### src/rtl/country_sensor_conditioner.sv
// Country-road loop detector conditioner: synchronizes and debounces the raw sensor,
// queues vehicles, and produces the controller's x request with green-limit and highway hold-off.
module country_sensor_conditioner #(
    parameter int DEBOUNCE    = 4,
    parameter int CNT_W       = 4,
    parameter int PASS_CYCLES = 3,
    parameter int MAX_GREEN   = 16,
    parameter int MIN_HWY     = 8
) (
    input  logic             clock,
    input  logic             clear_n,
    input  logic             sensor_raw,
    input  logic [1:0]       cntry,
    output logic             x,
    output logic [CNT_W-1:0] car_count,
    output logic             overflow,
    output logic [2:0]       fsm_state
);

    localparam int DW = $clog2(DEBOUNCE + 1);
    localparam int PW = $clog2(PASS_CYCLES + 1);
    localparam int GW = $clog2(MAX_GREEN + 1);
    localparam int HW = $clog2(MIN_HWY + 1);
    localparam logic [CNT_W-1:0] CNT_MAX    = '1;
    localparam logic [1:0]       LAMP_RED   = 2'd0;
    localparam logic [1:0]       LAMP_GREEN = 2'd2;

    typedef enum logic [2:0] {
        IDLE    = 3'd0,
        REQ     = 3'd1,
        SERVE   = 3'd2,
        RELEASE = 3'd3,
        HOLD    = 3'd4
    } state_t;

    state_t           state_reg;
    logic             s1_reg, s2_reg, filt_reg, filt_prev_reg;
    logic [DW-1:0]    deb_cnt_reg;
    logic [PW-1:0]    pass_tmr_reg;
    logic [GW-1:0]    green_tmr_reg;
    logic [HW-1:0]    hold_tmr_reg;
    logic [CNT_W-1:0] count_reg, count_next;
    logic             overflow_reg;
    logic             arrival, departure, lost;

    // Two-flop synchronizer followed by a stability filter on the synchronized level.
    always_ff @(posedge clock or negedge clear_n) begin
        if (!clear_n) begin
            s1_reg        <= 1'b0;
            s2_reg        <= 1'b0;
            filt_reg      <= 1'b0;
            filt_prev_reg <= 1'b0;
            deb_cnt_reg   <= '0;
        end else begin
            s1_reg        <= sensor_raw;
            s2_reg        <= s1_reg;
            filt_prev_reg <= filt_reg;
            if (s2_reg == filt_reg) begin
                deb_cnt_reg <= '0;
            end else if (deb_cnt_reg == DW'(DEBOUNCE - 1)) begin
                filt_reg    <= s2_reg;
                deb_cnt_reg <= '0;
            end else begin
                deb_cnt_reg <= deb_cnt_reg + 1'b1;
            end
        end
    end

    assign arrival   = filt_reg & ~filt_prev_reg;
    assign departure = (state_reg == SERVE) && (pass_tmr_reg == PW'(PASS_CYCLES - 1));

    // A simultaneous arrival and departure cancel, so no arrival is lost even when full.
    always_comb begin
        count_next = count_reg;
        lost       = 1'b0;
        if (arrival && !departure) begin
            if (count_reg == CNT_MAX) lost = 1'b1;
            else                      count_next = count_reg + 1'b1;
        end else if (departure && !arrival && count_reg != '0) begin
            count_next = count_reg - 1'b1;
        end
    end

    always_ff @(posedge clock or negedge clear_n) begin
        if (!clear_n) begin
            count_reg    <= '0;
            overflow_reg <= 1'b0;
        end else begin
            count_reg <= count_next;
            if (lost) overflow_reg <= 1'b1;
        end
    end

    always_ff @(posedge clock or negedge clear_n) begin
        if (!clear_n) begin
            state_reg     <= IDLE;
            pass_tmr_reg  <= '0;
            green_tmr_reg <= '0;
            hold_tmr_reg  <= '0;
        end else begin
            case (state_reg)
                IDLE: begin
                    if (arrival) state_reg <= REQ;
                end
                REQ: begin
                    if (cntry == LAMP_GREEN) begin
                        state_reg     <= SERVE;
                        pass_tmr_reg  <= '0;
                        green_tmr_reg <= '0;
                    end
                end
                SERVE: begin
                    green_tmr_reg <= green_tmr_reg + 1'b1;
                    pass_tmr_reg  <= departure ? '0 : pass_tmr_reg + 1'b1;
                    if (count_next == '0 || green_tmr_reg == GW'(MAX_GREEN - 1) ||
                        cntry != LAMP_GREEN)
                        state_reg <= RELEASE;
                end
                RELEASE: begin
                    if (cntry == LAMP_RED) begin
                        state_reg    <= HOLD;
                        hold_tmr_reg <= '0;
                    end
                end
                HOLD: begin
                    // count_next so an arrival landing on this edge is not stranded in IDLE
                    if (hold_tmr_reg == HW'(MIN_HWY - 1))
                        state_reg <= (count_next != '0) ? REQ : IDLE;
                    else
                        hold_tmr_reg <= hold_tmr_reg + 1'b1;
                end
                default: state_reg <= IDLE;
            endcase
        end
    end

    assign x         = (state_reg == REQ) || (state_reg == SERVE);
    assign car_count = count_reg;
    assign overflow  = overflow_reg;
    assign fsm_state = state_reg;

endmodule

### config.mk
export PLATFORM = sky130hd
export DESIGN_NAME = country_sensor_conditioner
export DESIGN_NICKNAME = d
export VERILOG_FILES = /design/src/rtl/country_sensor_conditioner.sv
export SDC_FILE = /design/constraint.sdc
export NUM_CORES = 1
export LEC_CHECK = 0
export ABC_CLOCK_PERIOD_IN_PS = 3000
export CORE_MARGIN = 1
export CORE_UTILIZATION = 55
export CTS_CLUSTER_DIAMETER = 150
export DETAILED_ROUTE_END_ITERATION = 12
export GPL_TIMING_DRIVEN = 0
export MAX_ROUTING_LAYER = met4
export PLACE_DENSITY = 0.77
export SETUP_SLACK_MARGIN = 0.1
export SYNTH_ARGS = -nofsm -noshare
export SYNTH_HDL_FRONTEND = slang
export SYNTH_SLANG_ARGS = --single-unit
### constraint.sdc
create_clock -name clock -period 3 [get_ports clock]
set_clock_uncertainty 0.15 [all_clocks]
set_input_delay 0.6 -clock clock [delete_from_list [all_inputs] [get_ports clock]]
set_output_delay 0.6 -clock clock [all_outputs]
set_load 0.005 [all_outputs]
==> metrics, run 1 <==
result of the run=finished clean; buffers plus inverters on the worst setup path=1; fraction of layout instances using a drive strength above 1=0.0940; hold violation count in the final report=0; Crit path max-delay family=compound AO/OA/AOI/OAI gates; Antenna Nets Post-Route=0; CTS tree=built; period utilization=0.850; gate count after technology mapping=132; global-route wire length before repair=4500 µm; peak supply drop=0.680 mV; H-tree levels=1; setup repair after global routing missed its margin=false; effective utilization at floorplan=0.603; area share of the leading cell type in the synthesized netlist=0.470; crit-path max cell delay=460 ps; Floorplan Core Area=2300 µm²; number of antenna violations at the first check in global routing=0; clock buffer count from CTS=3; number of buffers on the longest clock path=2; ports placed on the boundary=14; worst reg-to-reg setup slack=450 ps; Reg2Reg Depth=7; clock-pin slew on the worst setup and hold paths=140 ps; Die Outline Area=2720 µm²; worst endpoint data arrival time=2620 ps; cell breakdown of the critical path=buf_6, nor3b_2, a21oi_1, a221o_1, o311a_1, a211o_1, mux2_4; Total GRT Usage=0.235; end of the critical path=fsm_state[0]; DRC=0; Fmax=0.392 GHz; post-synth design cell area=1390 µm²; Layout Area Growth over Synthesis=15.7%; Worst-Skew Late Latency=320 ps; post-synthesis cell type count=42; # Post-CTS Setup Buffers=0; Static Leakage=0.713 nW; top area cells in the synthesized netlist=dfrtp_1 (47%), ha_1 (5.4%), o21ai_0 (3.6%); min-delay src=s1_reg; Least-Margin Pin Slew=1150 ps; Rel. slew slack=0.232; Data required, critical path=3070 ps; total length of routed wires=2610 µm; Crit Path Max Fanout=9; Critical R2R Launch=fsm_state[2]; # port buffers=13; routed length per instance=14.8 µm; number of buffers added to fix hold violations after cts=0; category of the most critical setup path=reg2reg; maximum number of pins on one net before global-route repair=27; routed vias=1043; number of synthesized register bits=26; ys flop type=dfrtp_1; slowest cell on the critical path=nor3b_2; Setup crit end kind=flop; final RePlAce weighted congestion=0.809; Worst Setup Start Kind=flop; CTS root buffer=clkbuf_4; row count=17; ys async rst share=1.00; violation count after the first detailed-route iteration=9; Tmin final=2550 ps; flip-flop count of the largest register, all copies and words added=5; biggest area consumer among synthesized cells=dfrtp_1; hpwl dp=1890 µm; number of sinks on the clock net=26; number of detailed-routing iterations run before antenna repair=4; Worst R2R End=fsm_state[0]; count of pins over their slew limit=0; EDFF count, synth=0; Synth Net Count=143; Chip Width=52.2 µm; global route overflow=0; Crit path depth=7; Setup TNS=0 ps; sequential share of the synthesized area=0.470; power per cell area=1010 nW/µm²; Antenna Diode Count=0; CTS-repair resized insts=0; Final setup violation count=0; Hold WS=229 ps; vias in the first global route=1026; Yosys warning count=0; max_cap viols=0; crit path from=fsm_state[2]; die extent in y=52.2 µm; min-delay worst type=reg2reg; via/cell ratio=5.89; Nets=161; Avg Cell Area, Syn=10.5 µm²
==> kinds of logic (layout without fill, tap and decap cells) <==
kind of cell             after synthesis  in the layout  synth area share
multiplexers                           6              6            0.0497
XOR/XNOR                               7              7            0.0443
AND/OR/NAND/NOR                       50             50             0.197
flip-flops                            26             26             0.470
adder cells (fa/ha/maj)                6              6            0.0542
buffers and inverters                 10             27            0.0407
AO/OA/AOI/OAI                         27             27             0.145
==> worst reg2reg max path, stage by stage, from the launching register on <==
cell,delay (ps)
dfrtp_1,420
buf_6,140
nor3b_2,460
a21oi_1,220
a221o_1,330
o311a_1,140
a211o_1,300
mux2_4,300
==> cells in the mapped netlist, types with 2 or more instances <==
cell type / number
a211oi_1: 3
a21oi_1: 2
and3_1: 2
buf_6: 2
dfrtp_1: 26
ha_1: 6
inv_1: 7
mux2_2: 2
mux2i_1: 2
nand2_1: 12
nand2b_1: 3
nand3_1: 2
nand4_1: 2
nor2_1: 11
nor2b_1: 7
nor3_1: 2
nor3b_1: 2
o21ai_0: 10
xnor2_1: 5
xor2_1: 2
==> routing by layer <==
| metal | part of all wire | track usage |
|---|---|---|
| met5 | 0 | - |
| met4 | 0.0073 | 0.0965 |
| met3 | 0.032 | 0.0377 |
| met2 | 0.51 | 0.372 |
| met1 | 0.45 | 0.303 |
==> worst min-delay path by stage <==
stage,to,slack [ps],cells past startpoint
after floorplan,car_count[0],150,0
after global placement,s2_reg,190,0
after detailed placement,s2_reg,200,0
after CTS,s2_reg,230,0
after global routing,s2_reg,250,0
final,s2_reg,230,0
==> report_power, final <==
group          total, mW  switching [mW]  internal, mW
registers          0.614           0.133         0.481
clock network      0.237           0.102         0.135
logic              0.773           0.382         0.390
total               1.62           0.617          1.01
==> layout make-up <==
cell class / count / area [µm²]
timing repair buffer: 13 / 130
sequential: 26 / 651
fill: 185 / 694
multi-input combinational: 96 / 678
buffer: 3 / 30.0
inverter: 7 / 26.3
tap: 28 / 35.0
clock inverter: 1 / 30.0
clock buffer: 3 / 22.5
==> cells in the final DEF, fill, tap and decap left out, types with 5 or more instances in the layout <==
master,instances
nor2b_1,7
xnor2_1,5
nor2_1,11
nand2_1,12
o21ai_0,10
inv_1,7
dfrtp_1,26
clkdlybuf4s50_1,13
ha_1,6
==> per-stage QoR <==
step	cells	worst slack (ps)	utilization	area, µm²	power (mW)
floorplan	132	570	-	1390	1.13
global placement	173	502	0.675	1550	1.33
detailed placement	173	482	0.675	1550	1.38
CTS	177	455	0.698	1600	1.63
global route	177	341	0.698	1600	1.75
finish	177	450	0.698	1600	1.62
No activity file was read; power rests on OpenSTA's default activity.
==> run 2, diff against run 1 <==
--- a/config.mk
+++ b/config.mk
@@ -5,7 +5,7 @@
 export SDC_FILE = /design/constraint.sdc
 export NUM_CORES = 1
 export LEC_CHECK = 0
-export ABC_CLOCK_PERIOD_IN_PS = 3000
+export ABC_CLOCK_PERIOD_IN_PS = 2600
 export CORE_MARGIN = 1
 export CORE_UTILIZATION = 55
 export CTS_CLUSTER_DIAMETER = 150
==> constraint.sdc (replaced) <==
create_clock -name clock -period 2.6 [get_ports clock]
set_clock_uncertainty 0.15 [all_clocks]
set_input_delay 0.52 -clock clock [delete_from_list [all_inputs] [get_ports clock]]
set_output_delay 0.52 -clock clock [all_outputs]
set_load 0.005 [all_outputs]
==> metrics, run 2 (synthesized netlist as in run 1, its figures left out) <==
effective utilization at floorplan=0.603; worst endpoint data arrival time=2590 ps; hold worst-path end=s2_reg; clock buffer count from CTS=3; Layout Area Growth over Synthesis=25.7%; Static Leakage=0.795 nW; number of antenna violations at the first check in global routing=0; global-route wire length before repair=4690 µm; H-tree levels=1; Worst-Skew Late Latency=320 ps; routed length per instance=16.5 µm; number of sinks on the clock net=26; commonest cells after routing, fill and taps aside=dfrtp_1 (25), buf_4 (15), clkdlybuf4s50_1 (13); power per cell area=1200 nW/µm²; Hold WS=228 ps; Critical R2R Launch=fsm_state[2]; number of buffers on the longest clock path=2; Data required, critical path=2680 ps; routed vias=1132; cell breakdown of the critical path=buf_6, or3b_1, buf_6, a2111oi_4, mux2_4, nand2_1, a211o_1, mux2_4; final setup margin=80.6 ps; buffers plus inverters on the worst setup path=2; fraction of power spent switching nets=0.385; final RePlAce weighted congestion=0.809; Floorplan Core Area=2300 µm²; ports placed on the boundary=14; max_cap viols=0; fraction of layout instances using a drive strength above 1=0.202; crit-path max cell delay=420 ps; Total GRT Usage=0.246; result of the run=finished clean; row count=17; Setup crit end kind=flop; Rel. slew slack=0.226; Worst R2R End=fsm_state[0]; min-delay src=s1_reg; period utilization=0.969; Antenna Nets Post-Route=0; Design Area, Final=1740 µm²; commonest non-fill, non-tap cell in the layout=dfrtp_1; category of the most critical setup path=reg2reg; Nets=175; Antenna Diode Count=0; worst setup slack before clock tree synthesis=81.6 ps; CTS root buffer=clkbuf_4; Comb power frac=0.521; violation count after the first detailed-route iteration=27; count of pins over their slew limit=0; DRC=0; Least-Margin Pin Slew=1160 ps; clock share of power=0.133; Crit path max-delay family=compound AO/OA/AOI/OAI gates; Final setup violation count=0; Crit Path Max Fanout=7; Setup TNS=0 ps; sw power=801 µW; number of detailed-routing iterations run before antenna repair=4; power after layout=2.08 mW; clock-pin slew on the worst setup and hold paths=140 ps; Placed Area=1550 µm²; Chip Width=52.2 µm; Worst Setup Start Kind=flop; flip-flop count of the largest register, all copies and words added=5; total length of routed wires=3150 µm; worst reg-to-reg setup slack=80 ps; global route overflow=0; CTS tree=built; die extent in y=52.2 µm; peak supply drop=0.868 mV; Die Outline Area=2720 µm²; setup repair after global routing missed its margin=true; Hold Path Stages=0; sequential share of power=0.346; slowest cell on the critical path=dfrtp_1; # port buffers=13; min-delay worst type=reg2reg; Fmax=0.397 GHz; vias in the first global route=1030; via/cell ratio=5.93; P_int=1.28 mW; Tmin final=2520 ps; hold violation count in the final report=0; number of buffers added to fix hold violations after cts=0; hpwl dp=1890 µm; Reg2Reg Depth=8; fillcell total=150; maximum number of pins on one net before global-route repair=27
[run 2: area by class of cell]
type,count,area [µm²],area share
clock buffer,3,22.5,0.0129
inverter,7,26.3,0.0151
tap,28,35.0,0.0201
timing repair buffer,27,235,0.135
multi-input combinational,96,711,0.408
buffer,3,30.0,0.0172
clock inverter,1,30.0,0.0172
sequential,26,652,0.374
[run 2: what timing repair did]
| action | 4_1_cts | 5_1_grt |
|---|---|---|
| pin swaps | 1 | 4 |
| gates resized for setup | 3 | 4 |
| setup buffers | 4 | 10 |
| setup endpoints to repair | 1 | 2 |
| endpoints found under the hold margin | 0 | 0 |
[run 2: worst max path at each step]
stage | startpoint | end | slack [ps] | cells after the start
floorplan | fsm_state[2] | fsm_state[0] | 170 | 8
finish | fsm_state[2] | fsm_state[0] | 80 | 8
detailed placement | fsm_state[2] | fsm_state[0] | 80 | 7
CTS | filt_reg | fsm_state[0] | 110 | 6
global route | fsm_state[2] | fsm_state[0] | 40 | 8
global placement | fsm_state[2] | fsm_state[0] | 100 | 8
[run 2: power by group through the flow]
stage | registers [mW] | logic [mW] | clock network [mW]
6_report | 0.720 | 1.09 | 0.277
4_1_cts | 0.710 | 0.963 | 0.280
3_3_place_gp | 0.701 | 0.839 | 0
5_1_grt | 0.742 | 1.19 | 0.296
3_5_place_dp | 0.713 | 0.884 | 0
2_1_floorplan | 0.686 | 0.618 | 0
[run 2: metal layers]
layer / up-vias / GRT usage / routed length [µm] / share of wire
met5: - / - / 0 / 0
met4: 0 / 0.0965 / 69 / 0.022
met3: 8 / 0.0406 / 144 / 0.046
met2: 40 / 0.393 / 1650 / 0.52
met1: 550 / 0.315 / 1290 / 0.41
li1: 534 / - / - / -
[run 2: per-stage QoR]
stage | util | cells
2_1_floorplan | - | 132
3_3_place_gp | 0.675 | 173
3_5_place_dp | 0.675 | 173
4_1_cts | 0.719 | 181
5_1_grt | 0.758 | 191
6_report | 0.758 | 191
==> run 3, diff against run 2 <==
--- a/config.mk
+++ b/config.mk
@@ -7,12 +7,11 @@
 export LEC_CHECK = 0
 export ABC_CLOCK_PERIOD_IN_PS = 2600
 export CORE_MARGIN = 1
-export CORE_UTILIZATION = 55
+export CORE_UTILIZATION = 35
 export CTS_CLUSTER_DIAMETER = 150
 export DETAILED_ROUTE_END_ITERATION = 12
 export GPL_TIMING_DRIVEN = 0
 export MAX_ROUTING_LAYER = met4
-export PLACE_DENSITY = 0.77
 export SETUP_SLACK_MARGIN = 0.1
 export SYNTH_ARGS = -nofsm -noshare
 export SYNTH_HDL_FRONTEND = slang
==> metrics, run 3 (synthesized netlist as in run 1, its figures left out) <==
Fmax=0.401 GHz; worst endpoint data arrival time=2510 ps; via/cell ratio=5.18; Layout Area Growth over Synthesis=19.9%; violation count after the first detailed-route iteration=45; fraction of layout instances using a drive strength above 1=0.114; CTS root buffer=clkbuf_8; maximum number of pins on one net before global-route repair=27; Floorplan Core Area=3720 µm²; result of the run=finished clean; commonest cells after routing, fill and taps aside=dfrtp_1 (26), clkdlybuf4s50_1 (13), nand2_1 (12); number of sinks on the clock net=26; CTS tree=built; Tmin final=2490 ps; DRC=0; number of detailed-routing iterations run before antenna repair=4; number of buffers on the longest clock path=2; hpwl dp=1870 µm; routed vias=1020; final RePlAce weighted congestion=0.838; peak supply drop=0.316 mV; Nets=161; max_cap viols=0; routed length per instance=12.6 µm; Crit Path Max Fanout=9; count of pins over their slew limit=0; Placed Area=1580 µm²; ports placed on the boundary=14; worst setup slack before clock tree synthesis=40.4 ps; Data required, critical path=2610 ps; Design Area, Final=1660 µm²; total length of routed wires=2490 µm; clock-pin slew on the worst setup and hold paths=90 ps; clock buffer count from CTS=3; min-delay worst type=reg2reg; Crit path max-delay family=compound AO/OA/AOI/OAI gates; Worst Setup Start Kind=flop; flip-flop count of the largest register, all copies and words added=5; fillcell total=362; setup repair after global routing missed its margin=true; final setup margin=107 ps; cell breakdown of the critical path=buf_6, or3b_1, buf_6, a2111oi_4, mux2_4, nand2_1, a211o_1, mux2_4; slowest cell on the critical path=dfrtp_1; Die Outline Area=4210 µm²; period utilization=0.959; Least-Margin Pin Slew=1160 ps; global-route wire length before repair=4390 µm; number of antenna violations at the first check in global routing=0; Static Leakage=0.724 nW; Antenna Diode Count=0; Setup crit end kind=flop; # port buffers=13; Final setup violation count=0; effective utilization at floorplan=0.373; Antenna Nets Post-Route=0; Worst-Skew Late Latency=270 ps; vias in the first global route=994; buffers plus inverters on the worst setup path=2; category of the most critical setup path=reg2reg; Rel. slew slack=0.222; Total GRT Usage=0.139; row count=22; power after layout=1.88 mW; power per cell area=1140 nW/µm²; crit-path max cell delay=400 ps; global route overflow=0; H-tree levels=1; commonest non-fill, non-tap cell in the layout=dfrtp_1; Setup TNS=0 ps; die extent in y=64.9 µm; Chip Width=64.9 µm; hold violation count in the final report=0; # Post-CTS Setup Buffers=0
==> run 3: cell types whose count changed in the layout (fill, tap and decap cells not counted), sizes merged <==
cell    delta
clkbuf     +1
buf       -14
bufinv     -1
==> run 3: metal layers <==
metal	GRT usage	wire length, µm	vias up
li1	-	-	500
met1	0.169	1100	493
met2	0.229	1270	22
met3	0.0211	83	5
met4	0.0583	44	0
met5	-	0	-
==> run 3: path summary, 6_finish.rpt <==
kind                              start              to  slack [ps]  depth (start not counted)
max                        fsm_state[2]    fsm_state[0]         110                          8
min                              s1_reg          s2_reg         210                          0
max reg2reg                fsm_state[2]    fsm_state[0]         110                          8
min reg2reg                      s1_reg          s2_reg         210                          0
max in group asynchronous       clear_n    car_count[3]         890                          1
min in group asynchronous       clear_n  deb_cnt_reg[1]         720                          1
==> run 3: report_power, final <==
group | leakage [nW] | switching [mW] | internal [mW] | total (mW)
clock network | 0.0288 | 0.123 | 0.135 | 0.258
registers | 0.334 | 0.153 | 0.556 | 0.709
logic | 0.361 | 0.447 | 0.470 | 0.917
==> run 3: per-stage QoR <==
stage	util	std cells	hold slack, ps
final	0.447	197	214
after floorplan	-	132	74.4
after CTS	0.440	197	215
after global placement	0.424	193	183
after detailed placement	0.424	193	195
after global routing	0.447	197	230
==> run 3: cell type report <==
type,count,area (µm²),area share
multi-input cells,96,708,0.427
flip-flops and latches,26,651,0.392
repair buffers,13,130,0.0784
well taps,48,60.1,0.0362
clock buffers,4,55.1,0.0332
plain buffers,3,30.0,0.0181
inverters,7,26.3,0.0158
==> run 3: what timing repair did <==
item,CTS,global route
endpoints found under the hold margin,0,0
endpoints found under the setup margin,1,1
cloned,0,0
hold buffers,0,0
pin swaps,1,0
gates resized for setup,2,4
